**src/rtl/mod_cnt_pkg.sv**
```systemverilog
// Shared constants and helpers for the cascaded modulo-N counter.
package mod_cnt_pkg;

    localparam logic DIR_UP = 1'b1;
    localparam logic DIR_DN = 1'b0;

    // Out-of-range digit values collapse onto the largest legal value.
    function automatic int unsigned digit_clamp(input int unsigned v, input int unsigned mod);
        return (v >= mod) ? mod - 1 : v;
    endfunction

endpackage

```
**src/rtl/mod_cnt_digit.sv**
```systemverilog
// One modulo-MOD digit: sync reset, clamped load, up/down step when enabled by the ripple chain.
module mod_cnt_digit
    import mod_cnt_pkg::*;
#(
    parameter  int unsigned MOD = 12,
    localparam int unsigned W   = $clog2(MOD)
) (
    input  logic         clk,
    input  logic         rst,
    input  logic         en_in,
    input  logic         up_dn,
    input  logic         load,
    input  logic [W-1:0] ld_digit,
    output logic [W-1:0] q_digit,
    output logic         at_term
);

    localparam logic [W-1:0] MAXV = W'(MOD - 1);

    logic [W-1:0] q_q, q_d;

    always_comb begin
        q_d = q_q;
        if (load) begin
            q_d = W'(digit_clamp(32'(ld_digit), MOD));
        end else if (en_in) begin
            if (up_dn == DIR_UP) begin
                q_d = (q_q == MAXV) ? '0 : q_q + W'(1);
            end else begin
                q_d = (q_q == '0) ? MAXV : q_q - W'(1);
            end
        end
    end

    always_ff @(posedge clk) begin
        if (rst) begin
            q_q <= '0;
        end else begin
            q_q <= q_d;
        end
    end

    assign q_digit = q_q;
    assign at_term = (up_dn == DIR_DN) ? (q_q == '0) : (q_q == MAXV);

endmodule

```
**src/rtl/mod_n_cascade_counter.sv**
```systemverilog
// Cascaded modulo-MOD counter of DIGITS digits with tc, carry and sat outputs.
// Define MODCNT_SAT_EN to make the chain saturate at its terminal state instead of wrapping.
module mod_n_cascade_counter
    import mod_cnt_pkg::*;
#(
    parameter  int unsigned MOD    = 12,
    parameter  int unsigned DIGITS = 2,
    localparam int unsigned W      = $clog2(MOD)
) (
    input  logic                clk,
    input  logic                rst,
    input  logic                en,
    input  logic                up_dn,
    input  logic                load,
    input  logic [DIGITS*W-1:0] load_val,
    output logic [DIGITS*W-1:0] q,
    output logic                tc,
    output logic                carry,
    output logic                sat
);

    logic [DIGITS-1:0] at_term;
    logic [DIGITS-1:0] en_chain;
    logic              all_term;
    logic              en_eff;
    logic              carry_q, carry_d;

    assign all_term = &at_term;
    assign tc       = en & all_term;

`ifdef MODCNT_SAT_EN
    assign en_eff = en & ~all_term;
`else
    assign en_eff = en;
`endif

    // Digit k steps only when every lower digit is about to wrap.
    always_comb begin : p_ripple
        logic run;
        run = en_eff;
        for (int k = 0; k < DIGITS; k++) begin
            en_chain[k] = run;
            run         = run & at_term[k];
        end
    end

    for (genvar k = 0; k < DIGITS; k++) begin : g_digit
        mod_cnt_digit #(.MOD(MOD)) u_digit (
            .clk      (clk),
            .rst      (rst),
            .en_in    (en_chain[k]),
            .up_dn    (up_dn),
            .load     (load),
            .ld_digit (load_val[k*W +: W]),
            .q_digit  (q[k*W +: W]),
            .at_term  (at_term[k])
        );
    end

    always_comb begin
        carry_d = 1'b0;
`ifndef MODCNT_SAT_EN
        if (!load) begin
            carry_d = tc;
        end
`endif
    end

    always_ff @(posedge clk) begin
        if (rst) begin
            carry_q <= 1'b0;
        end else begin
            carry_q <= carry_d;
        end
    end

    assign carry = carry_q;

`ifdef MODCNT_SAT_EN
    localparam logic [W-1:0] MAXV = W'(MOD - 1);

    logic [W-1:0] term_val;
    logic         upper_term;
    logic         near_lsd;
    logic         ld_term;
    logic         sat_q, sat_d;

    assign term_val = (up_dn == DIR_UP) ? MAXV : '0;

    // A step lands on the terminal state only when the LSD is one step short
    // and every higher digit already sits at terminal.
    always_comb begin : p_upper
        upper_term = 1'b1;
        for (int k = 1; k < DIGITS; k++) begin
            upper_term = upper_term & at_term[k];
        end
    end

    assign near_lsd = (q[W-1:0] == ((up_dn == DIR_UP) ? W'(MOD - 2) : W'(1)));

    always_comb begin : p_ld_term
        ld_term = 1'b1;
        for (int k = 0; k < DIGITS; k++) begin
            if (W'(digit_clamp(32'(load_val[k*W +: W]), MOD)) != term_val) begin
                ld_term = 1'b0;
            end
        end
    end

    always_comb begin
        sat_d = sat_q;
        if (load) begin
            sat_d = ld_term;
        end else if (en_eff) begin
            sat_d = upper_term & near_lsd;
        end else begin
            sat_d = all_term;
        end
    end

    always_ff @(posedge clk) begin
        if (rst) begin
            sat_q <= 1'b0;
        end else begin
            sat_q <= sat_d;
        end
    end

    assign sat = sat_q;
`else
    assign sat = 1'b0;
`endif

endmodule

```
**config.mk**
```make
export PLATFORM = sky130hd
export DESIGN_NAME = mod_n_cascade_counter
export DESIGN_NICKNAME = d
export VERILOG_FILES = /design/src/rtl/mod_cnt_pkg.sv /design/src/rtl/mod_cnt_digit.sv /design/src/rtl/mod_n_cascade_counter.sv
export SDC_FILE = /design/constraint.sdc
export NUM_CORES = 1
export LEC_CHECK = 0
export ABC_AREA = 1
export CORE_MARGIN = 4
export CORE_UTILIZATION = 40
export DETAILED_ROUTE_END_ITERATION = 10
export PLACE_DENSITY = 0.69
export RECOVER_POWER = 25
export SLEW_MARGIN = 20
export SYNTH_ARGS = -nofsm -noshare
export SYNTH_HDL_FRONTEND = slang
export SYNTH_SLANG_ARGS = --single-unit
```
**constraint.sdc**
```tcl
create_clock -name clk -period 1.9 [get_ports clk]
set_clock_uncertainty 0.05 [all_clocks]
set_input_delay 0.285 -clock clk [delete_from_list [all_inputs] [get_ports clk]]
set_output_delay 0.285 -clock clk [all_outputs]
set_load 0.05 [all_outputs]
```
# == Word level (Yosys, flattened, before mapping) ==
# Index checks and enable logic that the tools add are counted.
# totals
input_bits,13
out_inout_bits,11
reg_bits,9
word_cells,33
# op_classes
n_addsub,4
order_cmp,2
eq_ne,2
bitwise_logic,2
mux,14
reduce_logical,6
# op_table
op,n
$mux 4,12
$add 4x1->4 const B,2
$eq 4x4->1 const B,2
$ge 4x4->1 const B,2
$logic_not 4->1,2
$sub 4x1->4 const B,2
$reduce_bool 2->1,2
$and 1x1->1,2
$mux 1,2
$reduce_and 2->1,1
$reduce_or 2->1,1

# == Longest topological paths before layout ==
# Gate-level depths: netlist (run 1).
# depth
word_depth,5
mapped_depth,9
mapped_depth_nobuf,9

# == Hierarchy ==
# Synthesis (run 1) repeated with hierarchy kept, for this count alone.
# unflattened
cells_unflattened,131
area_unflattened_um2,868.3
# modules_own_cells
mod,area_each_um2,n_inst,seq_area_each_um2,cells_per_inst
mod_cnt_digit,399.1,2,80.1,60
mod_n_cascade_counter,70.1,1,20.0,11

# == Worst setup path before layout (run 1) ==
# OpenSTA, ideal clock, no wires.
# synth_timing
path_kind,reg-to-output
from,register g_digit[0].u_digit.q_q[0]
to,output tc
t_arrival_ps,1955
required_time_ps,1565
path_slack_ps,-390
path_stages_with_launch,6
path_cell_list,dfxtp_1 > ha_1 > nand3_2 > nand2_2 > nand3_4 > nor2_1
# synth_between
elab_chain_cells,4
# synth_rtl
item,line_no,source
"start, declared",mod_cnt_digit.sv:20,"logic [W-1:0] q_q, q_d;"
"start signal, assigned",mod_cnt_digit.sv:39,q_q <= q_d;
$eq 4x4->1 or $logic_not 4->1 (tied branches),mod_cnt_digit.sv:44,assign at_term = (up_dn == DIR_DN) ? (q_q == '0) : (q_q == MAXV);
$mux 1 *,mod_cnt_digit.sv:44,
$reduce_and 2->1 *,mod_n_cascade_counter.sv:28,assign all_term = &at_term;
$and 1x1->1 *,mod_n_cascade_counter.sv:29,assign tc = en & all_term;
"end, declared",mod_n_cascade_counter.sv:17,"output logic tc,"
# Every way passes the cells marked *; elsewhere a longest branch is shown, timed or not.

# == Final worst setup path (run 1) ==
# Same ends and word-level chain as after synthesis.

==> flow_results.xml, run 1 <==
<?xml version="1.0" encoding="UTF-8"?>
<metrics>
  <group name="status">
    <metric name="status" unit="">finished clean</metric>
  </group>
  <group name="clocking">
    <metric name="cts_setup_buffers" unit="">0</metric>
    <metric name="tritoncts" unit="">built</metric>
    <metric name="clk_transition_reported_paths" unit="ns">0.06</metric>
    <metric name="cts-buffers-inserted" unit="">3</metric>
    <metric name="worstSkewPairLatency" unit="ns">0.26</metric>
    <metric name="cts_sinks" unit="">9</metric>
    <metric name="htreeDepth" unit="">1</metric>
    <metric name="clockBufferDepth" unit="">2</metric>
    <metric name="cts_root_buffer" unit="">sky130_fd_sc_hd__clkbuf_4</metric>
  </group>
  <group name="run">
    <metric name="max_cap_viol_count" unit="">0</metric>
  </group>
  <group name="setup_path">
    <metric name="critical_path_required" unit="ns">1.56</metric>
    <metric name="timing.reg2reg.setup_slack" unit="ns">0.51</metric>
    <metric name="r2r.worst_path.cells" unit="">8</metric>
    <metric name="r2r_end" unit="">g_digit[1].u_digit.q_digit[2]</metric>
    <metric name="worst_setup_sp_type" unit="">register</metric>
    <metric name="timing.critical_path.fanout_max" unit="">7</metric>
    <metric name="cp.arrival" unit="ns">1.48</metric>
    <metric name="setup.worst_path.class" unit="">reg -&gt; out</metric>
    <metric name="r2r_start" unit="">g_digit[0].u_digit.q_digit[0]</metric>
    <metric name="endpoint_kind" unit="">output port</metric>
  </group>
  <group name="timing">
    <metric name="report.final.setup_viol" unit="">0</metric>
    <metric name="hold_viol_final" unit="">0</metric>
    <metric name="final.period_utilization" unit="%">95.77</metric>
    <metric name="fin_worst_hold_slack" unit="ns">0.4612</metric>
    <metric name="min_clock_period_post_route" unit="ns">1.820</metric>
    <metric name="max-slew-margin-rel" unit="%">60.40</metric>
    <metric name="worst_pin_slew" unit="ns">0.5966</metric>
    <metric name="setup_total_negative_slack" unit="ns">0</metric>
    <metric name="final_max_slew_viol_count" unit="">0</metric>
    <metric name="fmax" unit="MHz">549.5</metric>
    <metric name="unrepaired_setup_endpoints_after_global_routing" unit="">no</metric>
  </group>
  <group name="yosys">
    <metric name="synth-seq-cells" unit="">9</metric>
    <metric name="synth.avg_cell_area" unit="um^2">6.670</metric>
    <metric name="asyncSetResetFlopFracSynth" unit="%">0</metric>
    <metric name="post_synth_inst_count" unit="">127</metric>
    <metric name="synthDominantCellAreaShare" unit="%">21.27</metric>
    <metric name="netlist-cell-type-count" unit="">29</metric>
    <metric name="post_synth_most_frequent_cells" unit="">sky130_fd_sc_hd__nand2_1 (26), sky130_fd_sc_hd__inv_1 (12), sky130_fd_sc_hd__nand3_1 (11), sky130_fd_sc_hd__a21oi_1 (9), sky130_fd_sc_hd__dfxtp_1 (9)</metric>
    <metric name="synth.top_cells.by_area" unit="">sky130_fd_sc_hd__dfxtp_1 (21%), sky130_fd_sc_hd__nand2_1 (12%), sky130_fd_sc_hd__nand3_1 (6.5%)</metric>
    <metric name="yosysTopAreaCell" unit="">sky130_fd_sc_hd__dfxtp_1</metric>
    <metric name="synth.cell_area" unit="um^2">847.1</metric>
    <metric name="ys.warnings.count" unit="">0</metric>
    <metric name="ys_seq_area_share" unit="%">21.27</metric>
    <metric name="synth_flop_cell" unit="">sky130_fd_sc_hd__dfxtp_1</metric>
    <metric name="synth_enable_flop_cells" unit="">0</metric>
    <metric name="yosys.cell_count.top_type" unit="">sky130_fd_sc_hd__nand2_1</metric>
    <metric name="syn-num-nets" unit="">144</metric>
  </group>
  <group name="global_route">
    <metric name="pin_count_of_the_biggest_net_entering_global_routing" unit="">11</metric>
    <metric name="gr-usage-all-layers" unit="%">16.82</metric>
    <metric name="vias_in_the_first_global_route" unit="">884</metric>
    <metric name="grt_pass1_wl" unit="um">3553</metric>
    <metric name="grt_overflow_total" unit="">0</metric>
    <metric name="antenna_found_initial" unit="">0</metric>
  </group>
  <group name="placement">
    <metric name="placedInstanceArea" unit="um^2">1090</metric>
    <metric name="globalplace.congestion" unit="">0.9146</metric>
    <metric name="hpwlAfterDp" unit="um">1699</metric>
    <metric name="io_buffers" unit="">22</metric>
  </group>
  <group name="die">
    <metric name="core_area" unit="um^2">1982</metric>
    <metric name="initial_core_util" unit="%">42.74</metric>
    <metric name="die_width" unit="um">54.02</metric>
    <metric name="std_cell_rows" unit="">16</metric>
    <metric name="fp.dieArea" unit="um^2">2918</metric>
    <metric name="floorplan.die.height" unit="um">54.02</metric>
    <metric name="ios" unit="">24</metric>
  </group>
  <group name="drt">
    <metric name="ant_nets" unit="">0</metric>
    <metric name="detail_route.wl_per_cell" unit="um">12.10</metric>
    <metric name="vias_per_cell" unit="">4.961</metric>
    <metric name="detail_route.wirelength" unit="um">2153</metric>
    <metric name="dr_total_vias" unit="">883</metric>
    <metric name="first_iter_violations" unit="">33</metric>
    <metric name="drcViolationCount" unit="">0</metric>
    <metric name="detail_route.first_pass.iterations" unit="">4</metric>
  </group>
  <group name="final_layout">
    <metric name="post_route_cells_drive_above_1_share" unit="%">25.83</metric>
    <metric name="fillCellCount" unit="">198</metric>
    <metric name="count_of_inserted_antenna_diode_cells" unit="">0</metric>
    <metric name="layout.cell_area.non_filler" unit="um^2">1134</metric>
    <metric name="area_growth_syn_to_layout" unit="%">33.83</metric>
    <metric name="layout.nets" unit="">169</metric>
  </group>
  <group name="min_path">
    <metric name="hold_path.class" unit="">reg -&gt; reg</metric>
    <metric name="hold_path_depth" unit="">2</metric>
    <metric name="whs_endpoint" unit="">g_digit[1].u_digit.q_digit[1]</metric>
    <metric name="hold_start" unit="">g_digit[1].u_digit.q_digit[1]</metric>
  </group>
  <group name="power_and_ir_drop">
    <metric name="report.power.total" unit="uW">698.3</metric>
    <metric name="leakage" unit="uW">0.0004899</metric>
    <metric name="powerDensity" unit="nW/um^2">616.0</metric>
    <metric name="vdd_ir_drop_max" unit="mV">0.4852</metric>
  </group>
</metrics>
-- sequential cells by signal, indices dropped and copies added, names as in the netlist --
signal                   flops
g_digit.u_digit.q_digit      8
carry                        1
-- metal layers --
layer | vias up | wire length (um) | global-route usage, %
li1 | 461 | - | -
met1 | 388 | 868 | 18.26
met2 | 29 | 1096 | 30.65
met3 | 5 | 147 | 5.263
met4 | 0 | 40 | 5.394
met5 | - | 0 | 0
-- critical path, cell delays in order (launching register included) --
cell                      delay, ns
sky130_fd_sc_hd__dfxtp_2       0.39
sky130_fd_sc_hd__ha_1          0.22
sky130_fd_sc_hd__nand3_2       0.09
sky130_fd_sc_hd__nand2_2       0.11
sky130_fd_sc_hd__nand3_4       0.12
sky130_fd_sc_hd__nor2_4        0.15
sky130_fd_sc_hd__buf_12        0.14
-- worst max-delay path by stage --
| stage | startpoint | cells past startpoint | end | slack [ns] |
|---|---|---|---|---|
| floorplan | g_digit[0].u_digit.q_digit[3] | 4 | tc | 0.05 |
| global placement | up_dn | 6 | tc | 0.18 |
| detailed placement | up_dn | 6 | tc | 0.17 |
| CTS | g_digit[0].u_digit.q_digit[0] | 7 | tc | 0.02 |
| global route | g_digit[1].u_digit.q_digit[1] | 7 | tc | 0.003 |
| finish | g_digit[0].u_digit.q_digit[0] | 6 | tc | 0.08 |
-- timing repair --
action / 4_1_cts / 5_1_grt
resized for setup: 0 / 7
hold buffers: 0 / 0
endpoints found under the setup margin: 0 / 1
-- cells by family (layout without fill, tap and decap cells) --
kind of cell / count (synthesis) / after routing / synth area share, %
adders and majority gates: 4 / 4 / 5.909
and+or+nand+nor: 62 / 62 / 37.67
DFF: 9 / 9 / 21.27
xor gates and xnor gates: 5 / 5 / 5.171
other: 1 / 1 / 0.4427
AOI/OAI and AO/OA: 23 / 23 / 16.40
buffers and inverters: 23 / 47 / 13.14
-- power by group --
part	leakage (uW)	switching [uW]	internal, uW
Sequential	0.0000759	29.3	206
Combinational	0.000399	196	125
Clock	0.0000150	61.5	80.6
-- placed cells by master, fill, tap and decap left out --
master	count
sky130_fd_sc_hd__buf_4	4
sky130_fd_sc_hd__dfxtp_1	5
sky130_fd_sc_hd__nor4_1	1
sky130_fd_sc_hd__nand4_1	3
sky130_fd_sc_hd__o31ai_1	1
sky130_fd_sc_hd__clkdlybuf4s50_1	16
sky130_fd_sc_hd__nor2_1	7
sky130_fd_sc_hd__dfxtp_2	3
sky130_fd_sc_hd__nand2_1	26
sky130_fd_sc_hd__ha_4	2
sky130_fd_sc_hd__o21ai_0	5
sky130_fd_sc_hd__nand2_2	6
sky130_fd_sc_hd__inv_4	2
sky130_fd_sc_hd__nor3_1	1
sky130_fd_sc_hd__o21ai_1	1
sky130_fd_sc_hd__xnor2_1	2
sky130_fd_sc_hd__xor2_1	3
sky130_fd_sc_hd__conb_1	1
sky130_fd_sc_hd__ha_1	2
sky130_fd_sc_hd__inv_1	11
sky130_fd_sc_hd__buf_12	1
sky130_fd_sc_hd__nand3_1	11
sky130_fd_sc_hd__nand3_2	4
sky130_fd_sc_hd__o22ai_1	1
sky130_fd_sc_hd__dfxtp_4	1
sky130_fd_sc_hd__clkbuf_4	3
sky130_fd_sc_hd__nand2_4	1
sky130_fd_sc_hd__a21oi_1	9
sky130_fd_sc_hd__nor2_4	1
sky130_fd_sc_hd__inv_2	5
sky130_fd_sc_hd__a31oi_1	1
sky130_fd_sc_hd__clkbuf_1	5
sky130_fd_sc_hd__nand3_4	1
sky130_fd_sc_hd__a21oi_2	5
-- layout make-up --
| class | count | area [um^2] | share of cell area (%) |
|---|---|---|---|
| clock buffer | 4 | 26.28 | 2.318 |
| sequential | 9 | 187.7 | 16.56 |
| multi-input combinational | 95 | 588.1 | 51.88 |
| timing repair buffer | 25 | 225.2 | 19.87 |
| tap | 27 | 33.78 | 2.980 |
| inverter | 18 | 72.57 | 6.402 |
-- through the flow --
stage / instances / utilization, % / setup WS, ns
after floorplan: 127 / - / 0.05394
after global placement: 174 / 54.99 / 0.1800
after detailed placement: 174 / 54.99 / 0.1699
after CTS: 178 / 56.31 / 0.01588
after global routing: 178 / 57.20 / 0.003198
final: 178 / 57.20 / 0.08029
Note: power is estimated with default switching activity, not from simulation.
==> run 2, diff against run 1 <==
--- a/config.mk
+++ b/config.mk
@@ -6,11 +6,13 @@
 export NUM_CORES = 1
 export LEC_CHECK = 0
 export ABC_AREA = 1
+export CAP_MARGIN = 20
 export CORE_MARGIN = 4
 export CORE_UTILIZATION = 40
 export DETAILED_ROUTE_END_ITERATION = 10
 export PLACE_DENSITY = 0.69
 export RECOVER_POWER = 25
+export SETUP_SLACK_MARGIN = 0.4
 export SLEW_MARGIN = 20
 export SYNTH_ARGS = -nofsm -noshare
 export SYNTH_HDL_FRONTEND = slang
==> run 2 against run 1 <==
  * Sequential cell count unchanged
  * Sequential power rose by 3%
  * First-iteration DRC count fell by 21%
  * Die area unchanged
  * Sequential share of layout area down 1.3 points
  * Non-clock buffer count grew 16
  * Via count up 8.4%
  * Clock power grew 11%
  * Utilization increased by 9.8 points
  * Largest power group unchanged
  * Highest routed layer is now met3
==> flow_results.xml, run 2 (synthesized netlist as in run 1, its figures left out) <==
<?xml version="1.0" encoding="UTF-8"?>
<metrics>
  <group name="drt">
    <metric name="dr_total_vias" unit="">957</metric>
    <metric name="ant_nets" unit="">0</metric>
    <metric name="detail_route.first_pass.iterations" unit="">4</metric>
    <metric name="drcViolationCount" unit="">0</metric>
    <metric name="detail_route.wl_per_cell" unit="um">12.89</metric>
    <metric name="vias_per_cell" unit="">4.933</metric>
    <metric name="first_iter_violations" unit="">26</metric>
    <metric name="detail_route.wirelength" unit="um">2500</metric>
  </group>
  <group name="final_layout">
    <metric name="layout.nets" unit="">185</metric>
    <metric name="layout_commonest_cell" unit="">sky130_fd_sc_hd__nand2_1</metric>
    <metric name="max_reg_flops" unit="">8</metric>
    <metric name="area_growth_syn_to_layout" unit="%">56.72</metric>
    <metric name="most_used_cells_in_the_layout_excluding_fill_and_tap_cells" unit="">sky130_fd_sc_hd__nand2_1 (22), sky130_fd_sc_hd__buf_4 (18), sky130_fd_sc_hd__clkdlybuf4s50_1 (12)</metric>
    <metric name="post_route_cells_drive_above_1_share" unit="%">41.92</metric>
    <metric name="count_of_inserted_antenna_diode_cells" unit="">0</metric>
  </group>
  <group name="run">
    <metric name="max_cap_viol_count" unit="">0</metric>
  </group>
  <group name="global_route">
    <metric name="vias_in_the_first_global_route" unit="">950</metric>
    <metric name="antenna_found_initial" unit="">0</metric>
    <metric name="gr-usage-all-layers" unit="%">18.81</metric>
    <metric name="grt_pass1_wl" unit="um">4022</metric>
    <metric name="pin_count_of_the_biggest_net_entering_global_routing" unit="">11</metric>
    <metric name="grt_overflow_total" unit="">0</metric>
  </group>
  <group name="placement">
    <metric name="hpwlAfterDp" unit="um">1744</metric>
    <metric name="globalplace.congestion" unit="">0.8935</metric>
    <metric name="io_buffers" unit="">22</metric>
  </group>
  <group name="setup_path">
    <metric name="timing.critical_path.slowest_stage_cell" unit="">sky130_fd_sc_hd__dfxtp_4</metric>
    <metric name="worst-path-buf-inv" unit="">1</metric>
    <metric name="endpoint_kind" unit="">output port</metric>
    <metric name="worstPathCellList" unit="">ha_4, nand3_2, nand2_4, nand3_4, nor2_4, buf_12</metric>
    <metric name="crit_family" unit="">flip-flops</metric>
    <metric name="cp.arrival" unit="ns">1.34</metric>
    <metric name="r2r.worst_path.cells" unit="">9</metric>
    <metric name="setup.worst_path.class" unit="">reg -&gt; out</metric>
    <metric name="timing.critical_path.fanout_max" unit="">5</metric>
    <metric name="timing.reg2reg.setup_slack" unit="ns">0.37</metric>
    <metric name="critical_path_required" unit="ns">1.56</metric>
    <metric name="worst_setup_sp_type" unit="">register</metric>
    <metric name="max_stage_delay" unit="ns">0.40</metric>
    <metric name="timing.critical_path.depth" unit="">6</metric>
  </group>
  <group name="timing">
    <metric name="final_max_slew_viol_count" unit="">0</metric>
    <metric name="unrepaired_setup_endpoints_after_global_routing" unit="">yes</metric>
    <metric name="report.final.setup_viol" unit="">0</metric>
    <metric name="setup_total_negative_slack" unit="ns">0</metric>
    <metric name="hold_viol_final" unit="">0</metric>
    <metric name="worst_pin_slew" unit="ns">0.5957</metric>
    <metric name="fin_worst_hold_slack" unit="ns">0.4785</metric>
    <metric name="max-slew-margin-rel" unit="%">60.46</metric>
    <metric name="fmax" unit="MHz">596.9</metric>
    <metric name="final.period_utilization" unit="%">88.18</metric>
    <metric name="min_clock_period_post_route" unit="ns">1.675</metric>
  </group>
  <group name="clocking">
    <metric name="worstSkewPairLatency" unit="ns">0.26</metric>
    <metric name="clockBufferDepth" unit="">2</metric>
    <metric name="clk_transition_reported_paths" unit="ns">0.07</metric>
    <metric name="cts_root_buffer" unit="">sky130_fd_sc_hd__clkbuf_4</metric>
    <metric name="cts-buffers-inserted" unit="">3</metric>
    <metric name="cts_sinks" unit="">9</metric>
    <metric name="hold_buffers" unit="">0</metric>
    <metric name="tritoncts" unit="">built</metric>
    <metric name="htreeDepth" unit="">1</metric>
  </group>
  <group name="die">
    <metric name="std_cell_rows" unit="">16</metric>
    <metric name="die_width" unit="um">54.02</metric>
    <metric name="fp.dieArea" unit="um^2">2918</metric>
    <metric name="ios" unit="">24</metric>
    <metric name="core_area" unit="um^2">1982</metric>
    <metric name="initial_core_util" unit="%">42.74</metric>
    <metric name="floorplan.die.height" unit="um">54.02</metric>
  </group>
  <group name="power_and_ir_drop">
    <metric name="vdd_ir_drop_max" unit="mV">0.2672</metric>
    <metric name="leakage" unit="uW">0.0005811</metric>
    <metric name="powerDensity" unit="nW/um^2">590.4</metric>
  </group>
  <group name="status">
    <metric name="status" unit="">finished clean</metric>
  </group>
  <group name="min_path">
    <metric name="hold_path.class" unit="">reg -&gt; reg</metric>
    <metric name="hold_path_depth" unit="">2</metric>
  </group>
</metrics>
==> run 2: final timing paths <==
check	from	endpoint
setup / recovery	g_digit[0].u_digit.q_digit[0]	tc
hold / removal	g_digit[1].u_digit.q_digit[3]	g_digit[1].u_digit.q_digit[3]
setup reg to reg	g_digit[0].u_digit.q_digit[0]	g_digit[1].u_digit.q_digit[3]
hold reg to reg	g_digit[1].u_digit.q_digit[3]	g_digit[1].u_digit.q_digit[3]
==> run 2: final cells by class <==
class	count	area (um^2)
repair buffers	41	335.3
well taps	27	33.78
inverters	18	85.08
fillers	174	654.4
multi-input cells	95	644.4
clock buffers	4	26.28
flip-flops and latches	9	202.7
==> run 2: power breakdown <==
part / switching, uW / total (uW) / internal, uW
combinational: 218 / 384 / 166
sequential: 35.4 / 242 / 206
clock: 77.0 / 158 / 81.0
total: 331 / 784 / 453
==> run 2: per-layer routing <==
layer  wire, um  up-vias  part of all wire (%)  global-route usage (%)
li1           -      495                     -                       -
met1       1131      446                    45                   24.18
met2       1273       16                    51                   32.06
met3         95        0                   3.8                   2.216
met4          0        0                     0                   6.639
met5          0        -                     0                       0
==> run 2: worst reg2reg max path: stages (launching register included) <==
cell and delay [ns]:
sky130_fd_sc_hd__dfxtp_4 0.40, sky130_fd_sc_hd__ha_4 0.15, sky130_fd_sc_hd__nand3_2 0.09, sky130_fd_sc_hd__nand2_4 0.09, sky130_fd_sc_hd__nand3_4 0.09, sky130_fd_sc_hd__buf_4 0.15, sky130_fd_sc_hd__buf_6 0.12, sky130_fd_sc_hd__a21oi_2 0.13
sky130_fd_sc_hd__nand2_1 0.08, sky130_fd_sc_hd__a21oi_2 0.12
==> run 2: repair_timing <==
action                     CTS  global route
setup endpoints to repair    7            10
pin swaps                    6             7
gates resized for setup     25            14
setup buffers               12             3
==> run 2: per-stage QoR <==
stage	cell area (um^2)	power, uW	worst slack, ns	instances	utilization [%]
2_1_floorplan	902.1	470.4	0.3506	127	-
3_3_place_gp	1150	557.1	0.1929	175	58.02
3_5_place_dp	1150	564.3	0.1914	175	58.02
4_1_cts	1314	771.0	0.2421	191	66.29
5_1_grt	1328	830.8	0.1563	194	66.98
6_report	1328	783.8	0.2246	194	66.98
==> run 3, diff against run 2 <==
--- a/config.mk
+++ b/config.mk
@@ -5,12 +5,11 @@
 export SDC_FILE = /design/constraint.sdc
 export NUM_CORES = 1
 export LEC_CHECK = 0
-export ABC_AREA = 1
 export CAP_MARGIN = 20
 export CORE_MARGIN = 4
 export CORE_UTILIZATION = 40
 export DETAILED_ROUTE_END_ITERATION = 10
-export PLACE_DENSITY = 0.69
+export PLACE_DENSITY = 0.71
 export RECOVER_POWER = 25
 export SETUP_SLACK_MARGIN = 0.4
 export SLEW_MARGIN = 20
==> run 3 against run 2 <==
  * Synthesized cell count decreased by 21%
  * Non-clock buffer count shrank 4
  * Cell count down 19%
  * Clock power fell by 12%
  * First-iteration DRC count is 12% higher
  * Combinational power fell by 27%
  * Sequential cell count did not move
  * Sequential share of layout area up 1.6 points
  * Die area down 9.1%
  * Global-route usage fell by 4.6 points
  * Utilization is 1.1 points higher
  * Cell area fell by 9.5%
  * Critical endpoint unchanged
  * Largest cell class unchanged
  * Highest routed layer unchanged
==> flow_results.xml, run 3 <==
<?xml version="1.0" encoding="UTF-8"?>
<metrics>
  <group name="status">
    <metric name="status" unit="">finished clean</metric>
  </group>
  <group name="timing">
    <metric name="final.period_utilization" unit="%">99.42</metric>
    <metric name="worst_pin_slew" unit="ns">0.6085</metric>
    <metric name="max-slew-margin-rel" unit="%">59.61</metric>
    <metric name="unrepaired_setup_endpoints_after_global_routing" unit="">yes</metric>
    <metric name="setup_total_negative_slack" unit="ns">0</metric>
    <metric name="min_clock_period_post_route" unit="ns">1.889</metric>
    <metric name="hold_viol_final" unit="">0</metric>
    <metric name="report.final.setup_viol" unit="">0</metric>
    <metric name="final_max_slew_viol_count" unit="">0</metric>
    <metric name="fmax" unit="MHz">529.4</metric>
  </group>
  <group name="final_layout">
    <metric name="max_reg_flops" unit="">8</metric>
    <metric name="count_of_inserted_antenna_diode_cells" unit="">0</metric>
    <metric name="layout.nets" unit="">151</metric>
    <metric name="fillCellCount" unit="">161</metric>
    <metric name="final_util" unit="%">68.09</metric>
    <metric name="layout_commonest_cell" unit="">sky130_fd_sc_hd__buf_4</metric>
    <metric name="multiInputGateArea" unit="um^2">576.8</metric>
    <metric name="area_growth_syn_to_layout" unit="%">58.68</metric>
    <metric name="most_used_cells_in_the_layout_excluding_fill_and_tap_cells" unit="">sky130_fd_sc_hd__buf_4 (15), sky130_fd_sc_hd__clkdlybuf4s50_1 (11), sky130_fd_sc_hd__a21oi_1 (9)</metric>
    <metric name="seq_area" unit="um^2">202.7</metric>
    <metric name="post_route_cells_drive_above_1_share" unit="%">36.09</metric>
  </group>
  <group name="global_route">
    <metric name="gr-usage-all-layers" unit="%">14.24</metric>
    <metric name="vias_in_the_first_global_route" unit="">690</metric>
    <metric name="grt_overflow_total" unit="">0</metric>
    <metric name="pin_count_of_the_biggest_net_entering_global_routing" unit="">15</metric>
    <metric name="antenna_found_initial" unit="">0</metric>
    <metric name="grt_pass1_wl" unit="um">2925</metric>
  </group>
  <group name="setup_path">
    <metric name="critical_path_required" unit="ns">1.56</metric>
    <metric name="timing.critical_path.fanout_max" unit="">5</metric>
    <metric name="setup.worst_path.class" unit="">reg -&gt; out</metric>
    <metric name="worst_setup_sp_type" unit="">register</metric>
    <metric name="endpoint_kind" unit="">output port</metric>
    <metric name="cp.arrival" unit="ns">1.55</metric>
  </group>
  <group name="placement">
    <metric name="globalplace.congestion" unit="">0.8452</metric>
    <metric name="io_buffers" unit="">22</metric>
    <metric name="hpwlAfterDp" unit="um">1422</metric>
  </group>
  <group name="power_and_ir_drop">
    <metric name="power_report.internal_total" unit="uW">412.4</metric>
    <metric name="vdd_ir_drop_max" unit="mV">0.4343</metric>
    <metric name="power.share.clock" unit="%">21.5</metric>
    <metric name="leakage" unit="uW">0.0004657</metric>
    <metric name="combPwrFrac" unit="%">43.0</metric>
    <metric name="total_switching_power" unit="uW">236.3</metric>
    <metric name="sequentialPowerShare" unit="%">35.5</metric>
    <metric name="powerDensity" unit="nW/um^2">540.1</metric>
    <metric name="switching_share" unit="%">36.43</metric>
  </group>
  <group name="yosys">
    <metric name="synth.avg_cell_area" unit="um^2">7.570</metric>
    <metric name="ys_seq_area_share" unit="%">23.80</metric>
    <metric name="asyncSetResetFlopFracSynth" unit="%">0</metric>
    <metric name="synth-seq-cells" unit="">9</metric>
    <metric name="post_synth_most_frequent_cells" unit="">sky130_fd_sc_hd__a21oi_1 (9), sky130_fd_sc_hd__dfxtp_1 (9), sky130_fd_sc_hd__inv_1 (8), sky130_fd_sc_hd__nor2_1 (8)</metric>
    <metric name="netlist-cell-type-count" unit="">38</metric>
    <metric name="synth_flop_cell" unit="">sky130_fd_sc_hd__dfxtp_1</metric>
    <metric name="post_synth_inst_count" unit="">100</metric>
    <metric name="synth.cell_area" unit="um^2">757.0</metric>
    <metric name="syn-num-nets" unit="">117</metric>
    <metric name="synthDominantCellAreaShare" unit="%">23.80</metric>
    <metric name="synth.top_cells.by_area" unit="">sky130_fd_sc_hd__dfxtp_1 (24%), sky130_fd_sc_hd__ha_1 (6.6%), sky130_fd_sc_hd__a21oi_1 (6.0%)</metric>
    <metric name="yosysTopAreaCell" unit="">sky130_fd_sc_hd__dfxtp_1</metric>
    <metric name="ys.warnings.count" unit="">0</metric>
    <metric name="synth_enable_flop_cells" unit="">0</metric>
  </group>
  <group name="clocking">
    <metric name="cts-buffers-inserted" unit="">3</metric>
    <metric name="htreeDepth" unit="">1</metric>
    <metric name="clk_transition_reported_paths" unit="ns">0.06</metric>
    <metric name="tritoncts" unit="">built</metric>
    <metric name="cts_sinks" unit="">9</metric>
    <metric name="clockBufferDepth" unit="">2</metric>
    <metric name="worstSkewPairLatency" unit="ns">0.25</metric>
    <metric name="cts_root_buffer" unit="">sky130_fd_sc_hd__clkbuf_4</metric>
  </group>
  <group name="drt">
    <metric name="vias_per_cell" unit="">5.089</metric>
    <metric name="dr_total_vias" unit="">804</metric>
    <metric name="first_iter_violations" unit="">29</metric>
    <metric name="detail_route.wirelength" unit="um">1882</metric>
    <metric name="detail_route.first_pass.iterations" unit="">4</metric>
    <metric name="ant_nets" unit="">0</metric>
    <metric name="detail_route.wl_per_cell" unit="um">11.91</metric>
    <metric name="drcViolationCount" unit="">0</metric>
  </group>
  <group name="min_path">
    <metric name="hold_path.class" unit="">reg -&gt; reg</metric>
  </group>
  <group name="run">
    <metric name="max_cap_viol_count" unit="">0</metric>
  </group>
  <group name="die">
    <metric name="ios" unit="">24</metric>
    <metric name="core_area" unit="um^2">1764</metric>
    <metric name="initial_core_util" unit="%">42.91</metric>
    <metric name="floorplan.die.height" unit="um">51.50</metric>
    <metric name="fp.dieArea" unit="um^2">2652</metric>
    <metric name="die_width" unit="um">51.50</metric>
    <metric name="std_cell_rows" unit="">15</metric>
  </group>
</metrics>
## run 3: cell types whose count changed in the layout (fill, tap and decap cells not counted), moves of 4 or more
cell                       delta
sky130_fd_sc_hd__a21oi_2      -4
sky130_fd_sc_hd__nand2_1     -17
sky130_fd_sc_hd__a211oi_1     +4
sky130_fd_sc_hd__nand3_1      -8
sky130_fd_sc_hd__inv_4        -4
sky130_fd_sc_hd__nand2_2      -9
sky130_fd_sc_hd__o21ai_1      +4
## run 3: per-stage QoR
| step | hold slack (ns) | setup WS, ns | power, uW | area [um^2] | cells |
|---|---|---|---|---|---|
| floorplan | 0.3910 | 0.08994 | 402.9 | 820.8 | 100 |
| global placement | 0.5345 | -0.09069 | 482.7 | 1084 | 146 |
| detailed placement | 0.5441 | -0.1124 | 483.9 | 1084 | 146 |
| CTS | 0.5512 | -0.02145 | 636.3 | 1156 | 154 |
| global route | 0.5740 | -0.07205 | 692.8 | 1201 | 158 |
| finish | 0.5462 | 0.01105 | 648.7 | 1201 | 158 |
## run 3: per-layer routing
metal | vias up | track usage [%] | part of all wire (%)
met3 | 0 | 1.719 | 4.6
met5 | - | 0 | 0
li1 | 421 | - | -
met4 | 0 | 3.930 | 0
met2 | 24 | 22.25 | 47
met1 | 359 | 20.53 | 49
## run 3: layout make-up
cell class / instances / area share (%)
clock buffer: 4 / 2.188
multi-input combinational: 75 / 48.02
timing repair buffer: 37 / 27.60
tap: 25 / 2.604
sequential: 9 / 16.87
inverter: 8 / 2.708
## run 3: kinds of logic after synthesis
logic type      after synthesis  share of synthesized area, %
buf+inv                      16                         9.752
mux                           1                         1.322
simple gates                 29                         20.99
compound gates               36                         32.40
other cells                   1                        0.4954
flops                         9                         23.80
fa+ha+maj                     4                         6.612
xor+xnor                      4                         4.629
## run 3: critical path: stages (launching register included)
cell and delay [ns]:
sky130_fd_sc_hd__dfxtp_4 0.37, sky130_fd_sc_hd__inv_2 0.06, sky130_fd_sc_hd__ha_4 0.12, sky130_fd_sc_hd__nor3b_4 0.22
sky130_fd_sc_hd__o211ai_4 0.11, sky130_fd_sc_hd__nor3_4 0.26, sky130_fd_sc_hd__buf_12 0.17
## run 3: final timing paths
path / from / end / slack, ns / cells after the start
hold / removal: g_digit[1].u_digit.q_digit[0] / g_digit[1].u_digit.q_digit[0] / 0.55 / 2
setup / recovery: g_digit[0].u_digit.q_digit[0] / tc / 0.01 / 6
setup reg to reg: g_digit[0].u_digit.q_digit[0] / g_digit[1].u_digit.q_digit[2] / 0.03 / 9
hold reg to reg: g_digit[1].u_digit.q_digit[0] / g_digit[1].u_digit.q_digit[0] / 0.55 / 2
## run 3: power by group through the flow
stage / Sequential, uW / Clock, uW / Combinational, uW
after CTS: 233 / 144 / 259
final: 230 / 139 / 279
after floorplan: 273 / 0 / 130
after detailed placement: 238 / 0 / 246
after global placement: 238 / 0 / 245
after global routing: 234 / 159 / 300
## run 3: repair_timing
item,CTS,global route
setup buffers,4,4
endpoints found under the hold margin,0,0
gates resized for setup,17,8
endpoints found under the setup margin,14,8
pin swaps,5,7
hold buffers,0,0
